[src/rtl/uart_rx_deserializer.sv]
// UART receive front end: synchronises rx, finds the start edge, samples each bit
// at mid-bit on the oversampling tick and hands the captured frame fields to the checker.
module uart_rx_deserializer #(
  parameter int OVERSAMPLE = 16,
  parameter int DATA_BITS  = 8
) (
  input  logic                 clk,
  input  logic                 rst,
  input  logic                 rx,
  input  logic                 sample_tick,
  input  logic [1:0]           parity_type,
  output logic [DATA_BITS-1:0] data,
  output logic                 start_bit,
  output logic                 stop_bit,
  output logic                 parity_bit,
  output logic [1:0]           parity_type_o,
  output logic                 recieved_flag,
  output logic                 busy
);

  localparam int CW = $clog2(OVERSAMPLE);
  localparam int IW = $clog2(DATA_BITS + 1);

  localparam logic [CW-1:0] HALF_LAST = CW'(OVERSAMPLE / 2 - 1);
  localparam logic [CW-1:0] FULL_LAST = CW'(OVERSAMPLE - 1);
  localparam logic [IW-1:0] LAST_IDX  = IW'(DATA_BITS - 1);

  typedef enum logic [2:0] {
    IDLE,
    START,
    DATA,
    PARITY,
    STOP
  } state_t;

  state_t state, state_next;

  logic                 rx_meta, rx_s;
  logic [CW-1:0]        tick_cnt;
  logic [IW-1:0]        bit_idx;
  logic [DATA_BITS-1:0] shift;
  logic [1:0]           ptype_frame;
  logic                 start_cap;
  logic                 parity_cap;
  logic                 frame_has_parity;

  logic cnt_clr, cnt_inc;
  logic frame_start, take_start, take_data, take_parity, take_stop;

  // NOTE: both flops reset to the idle line level so reset release never looks like a start edge.
  always_ff @(posedge clk or posedge rst) begin
    if (rst) begin
      rx_meta <= 1'b1;
      rx_s    <= 1'b1;
    end else begin
      rx_meta <= rx;
      rx_s    <= rx_meta;
    end
  end

  assign frame_has_parity = (ptype_frame == 2'b01) || (ptype_frame == 2'b10);
  assign busy             = (state != IDLE);

  always_ff @(posedge clk or posedge rst) begin
    if (rst) state <= IDLE;
    else     state <= state_next;
  end

  // NOTE: every output of this block gets a default first, otherwise a latch is inferred.
  always_comb begin
    state_next  = state;
    cnt_clr     = 1'b0;
    cnt_inc     = 1'b0;
    frame_start = 1'b0;
    take_start  = 1'b0;
    take_data   = 1'b0;
    take_parity = 1'b0;
    take_stop   = 1'b0;

    if (sample_tick) begin
      case (state)
        IDLE: begin
          if (!rx_s) begin
            frame_start = 1'b1;
            cnt_clr     = 1'b1;
            state_next  = START;
          end
        end
        START: begin
          if (tick_cnt == HALF_LAST) begin
            take_start = 1'b1;
            cnt_clr    = 1'b1;
            state_next = DATA;
          end else begin
            cnt_inc = 1'b1;
          end
        end
        DATA: begin
          if (tick_cnt == FULL_LAST) begin
            take_data = 1'b1;
            cnt_clr   = 1'b1;
            if (bit_idx == LAST_IDX) state_next = frame_has_parity ? PARITY : STOP;
          end else begin
            cnt_inc = 1'b1;
          end
        end
        PARITY: begin
          if (tick_cnt == FULL_LAST) begin
            take_parity = 1'b1;
            cnt_clr     = 1'b1;
            state_next  = STOP;
          end else begin
            cnt_inc = 1'b1;
          end
        end
        STOP: begin
          if (tick_cnt == FULL_LAST) begin
            take_stop  = 1'b1;
            cnt_clr    = 1'b1;
            state_next = IDLE;
          end else begin
            cnt_inc = 1'b1;
          end
        end
        default: state_next = IDLE;
      endcase
    end
  end

  // NOTE: sequential state uses non-blocking assignments so all flops update from pre-edge values.
  always_ff @(posedge clk or posedge rst) begin
    if (rst) begin
      tick_cnt      <= '0;
      bit_idx       <= '0;
      shift         <= '0;
      ptype_frame   <= 2'b00;
      start_cap     <= 1'b0;
      parity_cap    <= 1'b0;
      data          <= '0;
      start_bit     <= 1'b0;
      stop_bit      <= 1'b1;
      parity_bit    <= 1'b0;
      parity_type_o <= 2'b00;
      recieved_flag <= 1'b0;
    end else begin
      recieved_flag <= take_stop;

      if (cnt_clr)      tick_cnt <= '0;
      else if (cnt_inc) tick_cnt <= tick_cnt + CW'(1);

      if (frame_start) begin
        ptype_frame <= parity_type;
        bit_idx     <= '0;
      end

      if (take_start) start_cap <= rx_s;

      // LSB arrives first, so shifting in from the top leaves it at bit 0 after DATA_BITS shifts.
      if (take_data) begin
        shift   <= {rx_s, shift[DATA_BITS-1:1]};
        bit_idx <= (bit_idx == LAST_IDX) ? '0 : bit_idx + IW'(1);
      end

      if (take_parity) parity_cap <= rx_s;

      if (take_stop) begin
        stop_bit      <= rx_s;
        data          <= shift;
        start_bit     <= start_cap;
        parity_bit    <= frame_has_parity ? parity_cap : 1'b0;
        parity_type_o <= ptype_frame;
      end
    end
  end

endmodule

[config.mk]
export PLATFORM = sky130hd
export DESIGN_NAME = uart_rx_deserializer
export DESIGN_NICKNAME = d
export VERILOG_FILES = /design/src/rtl/uart_rx_deserializer.sv
export SDC_FILE = /design/constraint.sdc
export NUM_CORES = 1
export LEC_CHECK = 0
export CAP_MARGIN = 10
export CORE_UTILIZATION = 28
export DETAILED_ROUTE_END_ITERATION = 16
export GPL_TIMING_DRIVEN = 0
export PLACE_DENSITY = 0.58
export SYNTH_ARGS = -nofsm -noshare
export SYNTH_HDL_FRONTEND = slang
export SYNTH_SLANG_ARGS = --single-unit
[constraint.sdc]
create_clock -name clk -period 2.8 [get_ports clk]
set_clock_uncertainty 0.2 [all_clocks]
set_input_delay 0.42 -clock clk [delete_from_list [all_inputs] [get_ports clk]]
set_output_delay 0.42 -clock clk [all_outputs]
set_load 0.01 [all_outputs]
==> results.ini, run 1 <==
[clock_tree]
holdBufCountCts=0
cts.sinks=39
cts_buffers=5
insertion_delay_ns=0.29
clk_pin_slew_worst_paths_ns=0.08
cts_tree=built
cts_setup_buffers=0
cts_resized=0
clockBufferDepth=2
cts-root-buf=clkbuf_8
htreeDepth=2

[detailed_routing]
drc=0
viasPerCell=4.87
vias=1208
detail-route-antenna-nets=0
drt_wl_total_um=3280
drt-initial-drc-count=124
wl_per_cell_um=13.2
detail_route.first_pass.iterations=4

[logic_synthesis]
synth_cells=145
synth.top_cells.by_area=dfrtp_1 51%, mux2_2 14%, dfstp_2 4.4%
synth_top_cell_by_area=dfrtp_1
synth_cell_types=42
ys_ff_latch=39
syn-cell-area_sq_um=1770
synthArstFlopShare_pct=100
yosysSeqAreaShare_pct=55.3
synth_ff_type=dfrtp_1
synth_top_cells_by_count=36 x dfrtp_1, 22 x mux2_2, 10 x o21ai_0
syn_area_per_cell_sq_um=12.2
synth.top_cell.area_share_pct=50.8
yosysWarningCount=0
synth_edf_count=0
synth_nets=153
synth_most_common_cell=dfrtp_1

[placed_design]
place_inst=240
port-buffer-count=20
gp_congestion=0.756
place_hpwl_um=2230

[floorplanning]
fp-row-count=28
dieArea_sq_um=6650
start_util_pct=29.4
die_w_um=81.5
io_pins=21
die_y_um=81.5
design.core.area_sq_um=6030

[sta]
setup_viol=0
final-hold-violation-count=0
tns_ns=0
max_freq_mhz=420
drv_slew=0
relSlewSlack_pct=47.3
worst_pin_slew_ns=0.789
period_needed_ns=2.38
rsz0062_at_grt=no
fin_crit_sh_pct=85.0

[layout]
stdcell_count=248
n_antenna_cell=0
drive_gt1_share_pct=24.9
fin_nets=180
area_growth_pct=23.0
nFillCells=599

[worst_setup_path]
critical_path.max_fanout=10
path_class=reg -> out
start_kind=register
cp.arrival_ns=1.76
critical_path_required_ns=2.18
critPathCaptureType=output port

[run]
maxCapViolations=0

[hold_path]
hp-class=reg -> reg

[pwr]
ir_worst_vdd_v=0.000229
powerDensity_nw_per_um2=580
leakage_nw=0.970

[global_routing]
grt_max_degree=40
grtUsageTotal_pct=11.5
grt_pass1_wl_um=5590
grt_pass1_vias=1117
antenna_found_initial=0
overflow=0

[status]
status=complete, no violations

-- report_power, final --
group / total [mW] / switching, mW / internal, mW
combinational: 0.135 / 0.0670 / 0.0684
sequential: 0.656 / 0.0450 / 0.611
clock: 0.472 / 0.207 / 0.265
-- worst paths after layout --
| path | startpoint | to | slack, ns | depth (start not counted) |
|---|---|---|---|---|
| hold / removal | rx_meta$_DFF_PP1_ | rx_s$_DFF_PP1_ | 0.15 | 0 |
| setup reg to reg | tick_cnt[0]$_DFFE_PP0P_ | tick_cnt[3]$_DFFE_PP0P_ | 0.54 | 6 |
| max in group asynchronous | rst | bit_idx[0]$_DFFE_PP0P_ | 1.51 | 2 |
| hold reg to reg | rx_meta$_DFF_PP1_ | rx_s$_DFF_PP1_ | 0.15 | 0 |
| min in group asynchronous | rst | data[3]$_DFFE_PP0P_ | 0.39 | 2 |
| setup / recovery | state[0]$_DFFE_PP0P_ | busy | 0.42 | 3 |
-- layout make-up --
| cell class | instances | area, sq um | area share (%) |
|---|---|---|---|
| Multi-Input combinational cell | 93 | 727 | 33.4 |
| Clock inverter | 3 | 43.8 | 2.01 |
| Timing Repair Buffer | 20 | 200 | 9.19 |
| Clock buffer | 5 | 68.8 | 3.16 |
| Inverter | 6 | 22.5 | 1.03 |
| Tap cell | 75 | 93.8 | 4.31 |
| Sequential cell | 39 | 980 | 45.0 |
| Buffer | 7 | 42.5 | 1.95 |
-- flip-flops by register name (all words and copies together) (netlist names) --
| register | cells |
|---|---|
| bit_idx | 4 |
| data | 8 |
| parity_bit | 1 |
| parity_cap | 1 |
| parity_type_o | 2 |
| ptype_frame | 2 |
| recieved_flag | 1 |
| rx_meta | 1 |
| rx_s | 1 |
| shift | 8 |
| start_bit | 1 |
| start_cap | 1 |
| state | 3 |
| stop_bit | 1 |
| tick_cnt | 4 |
-- per-layer routing --
layer | GRT usage (%) | vias up | wire [um]
li1 | - | 584 | -
met1 | 17.0 | 590 | 1720
met2 | 15.0 | 29 | 1390
met3 | 3.00 | 5 | 100
met4 | 6.25 | 0 | 79
met5 | 0 | - | 0
-- cell usage in the layout, fill, tap and decap left out, drive strengths merged --
| cell type | n |
|---|---|
| o221ai | 1 |
| xor2 | 1 |
| and3b | 2 |
| nand4 | 2 |
| a2bb2oi | 1 |
| nor3 | 1 |
| nand2 | 7 |
| clkinv | 2 |
| o211ai | 3 |
| xnor2 | 1 |
| nand3 | 6 |
| o22a | 1 |
| dfrtp | 36 |
| dfstp | 3 |
| a21oi | 1 |
| o21ai | 10 |
| or4 | 1 |
| clkdlybuf4s50 | 20 |
| buf | 4 |
| nor3b | 1 |
| or3 | 5 |
| inv | 6 |
| clkbuf | 8 |
| o21a | 1 |
| or3b | 3 |
| bufinv | 1 |
| o31ai | 2 |
| ha | 2 |
| a31oi | 1 |
| or2 | 1 |
| a22oi | 3 |
| o2111ai | 2 |
| nand2b | 2 |
| mux2 | 24 |
| nor2 | 5 |
| o2bb2ai | 1 |
| and3 | 1 |
| a22o | 1 |
-- cells by family (layout without fill, tap and decap cells) --
kind of cell | after synthesis | in the layout | share of synthesized area [%]
compound gates | 28 | 28 | 10.8
xor+xnor | 2 | 2 | 0.989
fa+ha+maj | 2 | 2 | 1.41
buf+inv | 13 | 41 | 3.67
flops | 39 | 39 | 55.3
mux | 24 | 24 | 15.3
simple gates | 37 | 37 | 12.6
-- worst max-delay path, cell delays in order (launching register included) --
cell             delay (ns)
dfrtp_1                0.41
clkbuf_1               0.22
or3_1                  0.34
clkdlybuf4s50_1        0.50
-- metrics by stage --
| step | util [%] | hold WS (ns) | setup slack, ns | power (mW) | area, sq um |
|---|---|---|---|---|---|
| finish | 36.2 | 0.153 | 0.420 | 1.26 | 2180 |
| global route | 36.2 | 0.156 | 0.335 | 1.35 | 2180 |
| CTS | 36.2 | 0.155 | 0.405 | 1.28 | 2180 |
| detailed placement | 34.3 | 0.152 | 0.378 | 0.803 | 2070 |
| global placement | 34.3 | 0.147 | 0.397 | 0.796 | 2070 |
| floorplan | - | 0.145 | 0.682 | 0.760 | 1770 |
Power figures use the tool's default switching activity.
==> inputs of run 2 (changes only) <==
- CORE_MARGIN: unset -> 3
- PLACE_DENSITY: 0.58 -> 0.59
- clock period: 2.8 -> 2.13 ns (I/O delays scaled with it)
==> results.ini, run 2 (same netlist as run 1, synthesis figures left out) <==
[status]
status=complete, no violations

[hold_path]
hp-class=reg -> reg

[global_routing]
grt_max_degree=40
grt_pass1_vias=1235
antenna_found_initial=0
grt_pass1_wl_um=5920
grtUsageTotal_pct=10.2
overflow=0

[detailed_routing]
detail-route-antenna-nets=0
vias=1237
drt-initial-drc-count=164
detail_route.first_pass.iterations=4
drt_wl_total_um=3370
viasPerCell=4.89
drc=0
wl_per_cell_um=13.3

[placed_design]
port-buffer-count=20
place_ws_ns=-0.171
gp_congestion=0.877
place_hpwl_um=2280

[sta]
drv_slew=0
relSlewSlack_pct=46.6
max_freq_mhz=488
setup_viol=0
setup_slack_ns=0.0801
final-hold-violation-count=0
worst_pin_slew_ns=0.800
fin_crit_sh_pct=96.2
period_needed_ns=2.05
rsz0062_at_grt=no
tns_ns=0

[layout]
drive_gt1_share_pct=28.7
reg_top3=data: 8 flops, shift: 8 flops
n_antenna_cell=0
nFillCells=594
multi_input_area_sq_um=729
fin_nets=185
final_cell_mix=36 x dfrtp_1, 22 x mux2_2, 19 x clkdlybuf4s50_1, 10 x o21ai_0, 8 x buf_4
seqCellArea_sq_um=980
final_common_cell=dfrtp_1
area_growth_pct=25.0

[pwr]
seq_power_share_pct=54.3
sw_frac_of_total_pct=26.0
leakage_nw=0.991
p_switching_mw=0.412
ir_worst_vdd_v=0.000365
p_comb_share_pct=12.2
p_clk_share_pct=33.5
powerDensity_nw_per_um2=715
intPower_mw=1.17

[floorplanning]
design.core.area_sq_um=6030
die_y_um=85.5
die_w_um=85.5
io_pins=21
dieArea_sq_um=7320
fp-row-count=28
start_util_pct=29.4

[worst_setup_path]
critPathCaptureType=register
cp.arrival_ns=2.03
cp_num_buf_inv=2
crit_path_frequent_cell=buf_4
start_kind=register
cp_slowest_cell=or3b_2
critical_path.max_fanout=10
cp_slowest_stage_delay_ns=0.53
worstPathCellList=buf_4 > or3b_2 > nor2_4 > buf_4 > mux2_2
crit_family=simple AND/OR/NAND/NOR gates
path_class=reg -> reg
critical_path_required_ns=2.11

[clock_tree]
insertion_delay_ns=0.29
clockBufferDepth=2
clk_pin_slew_worst_paths_ns=0.08
cts-root-buf=clkbuf_8
cts.sinks=39
cts_tree=built
htreeDepth=2
holdBufCountCts=0
cts_buffers=5

[run]
maxCapViolations=0

## run 2: area by class of cell
class | instances | area share [%]
plain buffers | 6 | 2.09
well taps | 75 | 4.24
repair buffers | 26 | 11.0
clock inverters | 2 | 0.734
inverters | 6 | 1.02
clock buffers | 6 | 3.73
flip-flops and latches | 39 | 44.2
multi-input cells | 93 | 32.9
## run 2: metal layers
metal  share of wire [%]  GRT usage [%]  up-vias  routed length, um
met5                   0              0        -                  0
met4                 1.2           3.88        0                 40
met3                 6.0           3.27        5                201
li1                    -              -      595                  -
met2                  45           14.8       33               1520
met1                  48           14.2      604               1610
## run 2: path summary, 6_finish.rpt
kind | from | end | slack [ns] | cells after the start
hold reg to reg | rx_meta$_DFF_PP1_ | rx_s$_DFF_PP1_ | 0.16 | 0
setup reg to reg | state[1]$_DFFE_PP0P_ | data[5]$_DFFE_PP0P_ | 0.08 | 5
hold / removal | rx_meta$_DFF_PP1_ | rx_s$_DFF_PP1_ | 0.16 | 0
min in group asynchronous | rst | data[2]$_DFFE_PP0P_ | 0.30 | 2
setup / recovery | state[1]$_DFFE_PP0P_ | data[5]$_DFFE_PP0P_ | 0.08 | 5
max in group asynchronous | rst | start_bit$_DFFE_PP0P_ | 0.92 | 2
## run 2: power by group through the flow
stage	Combinational, mW	Sequential, mW	Clock (mW)
5_1_grt	0.220	0.870	0.596
6_report	0.193	0.860	0.531
4_1_cts	0.196	0.859	0.554
3_5_place_dp	0.174	0.876	0
2_1_floorplan	0.140	0.858	0
3_3_place_gp	0.172	0.875	0
## run 2: per-stage QoR
stage / area (sq um) / util (%) / total power, mW / instances / hold slack [ns]
after floorplan: 1770 / - / 0.999 / 145 / 0.124
after global placement: 2070 / 34.3 / 1.05 / 240 / 0.146
after detailed placement: 2070 / 34.3 / 1.05 / 240 / 0.150
after CTS: 2200 / 36.6 / 1.61 / 253 / 0.163
after global routing: 2210 / 36.8 / 1.69 / 253 / 0.164
final: 2210 / 36.8 / 1.58 / 253 / 0.160
## run 2: what timing repair did
action | 4_1_cts | 5_1_grt
buffers inserted | 5 | 1
resized for setup | 3 | 3
setup endpoints to repair | 9 | 14
pin swaps | 2 | 1
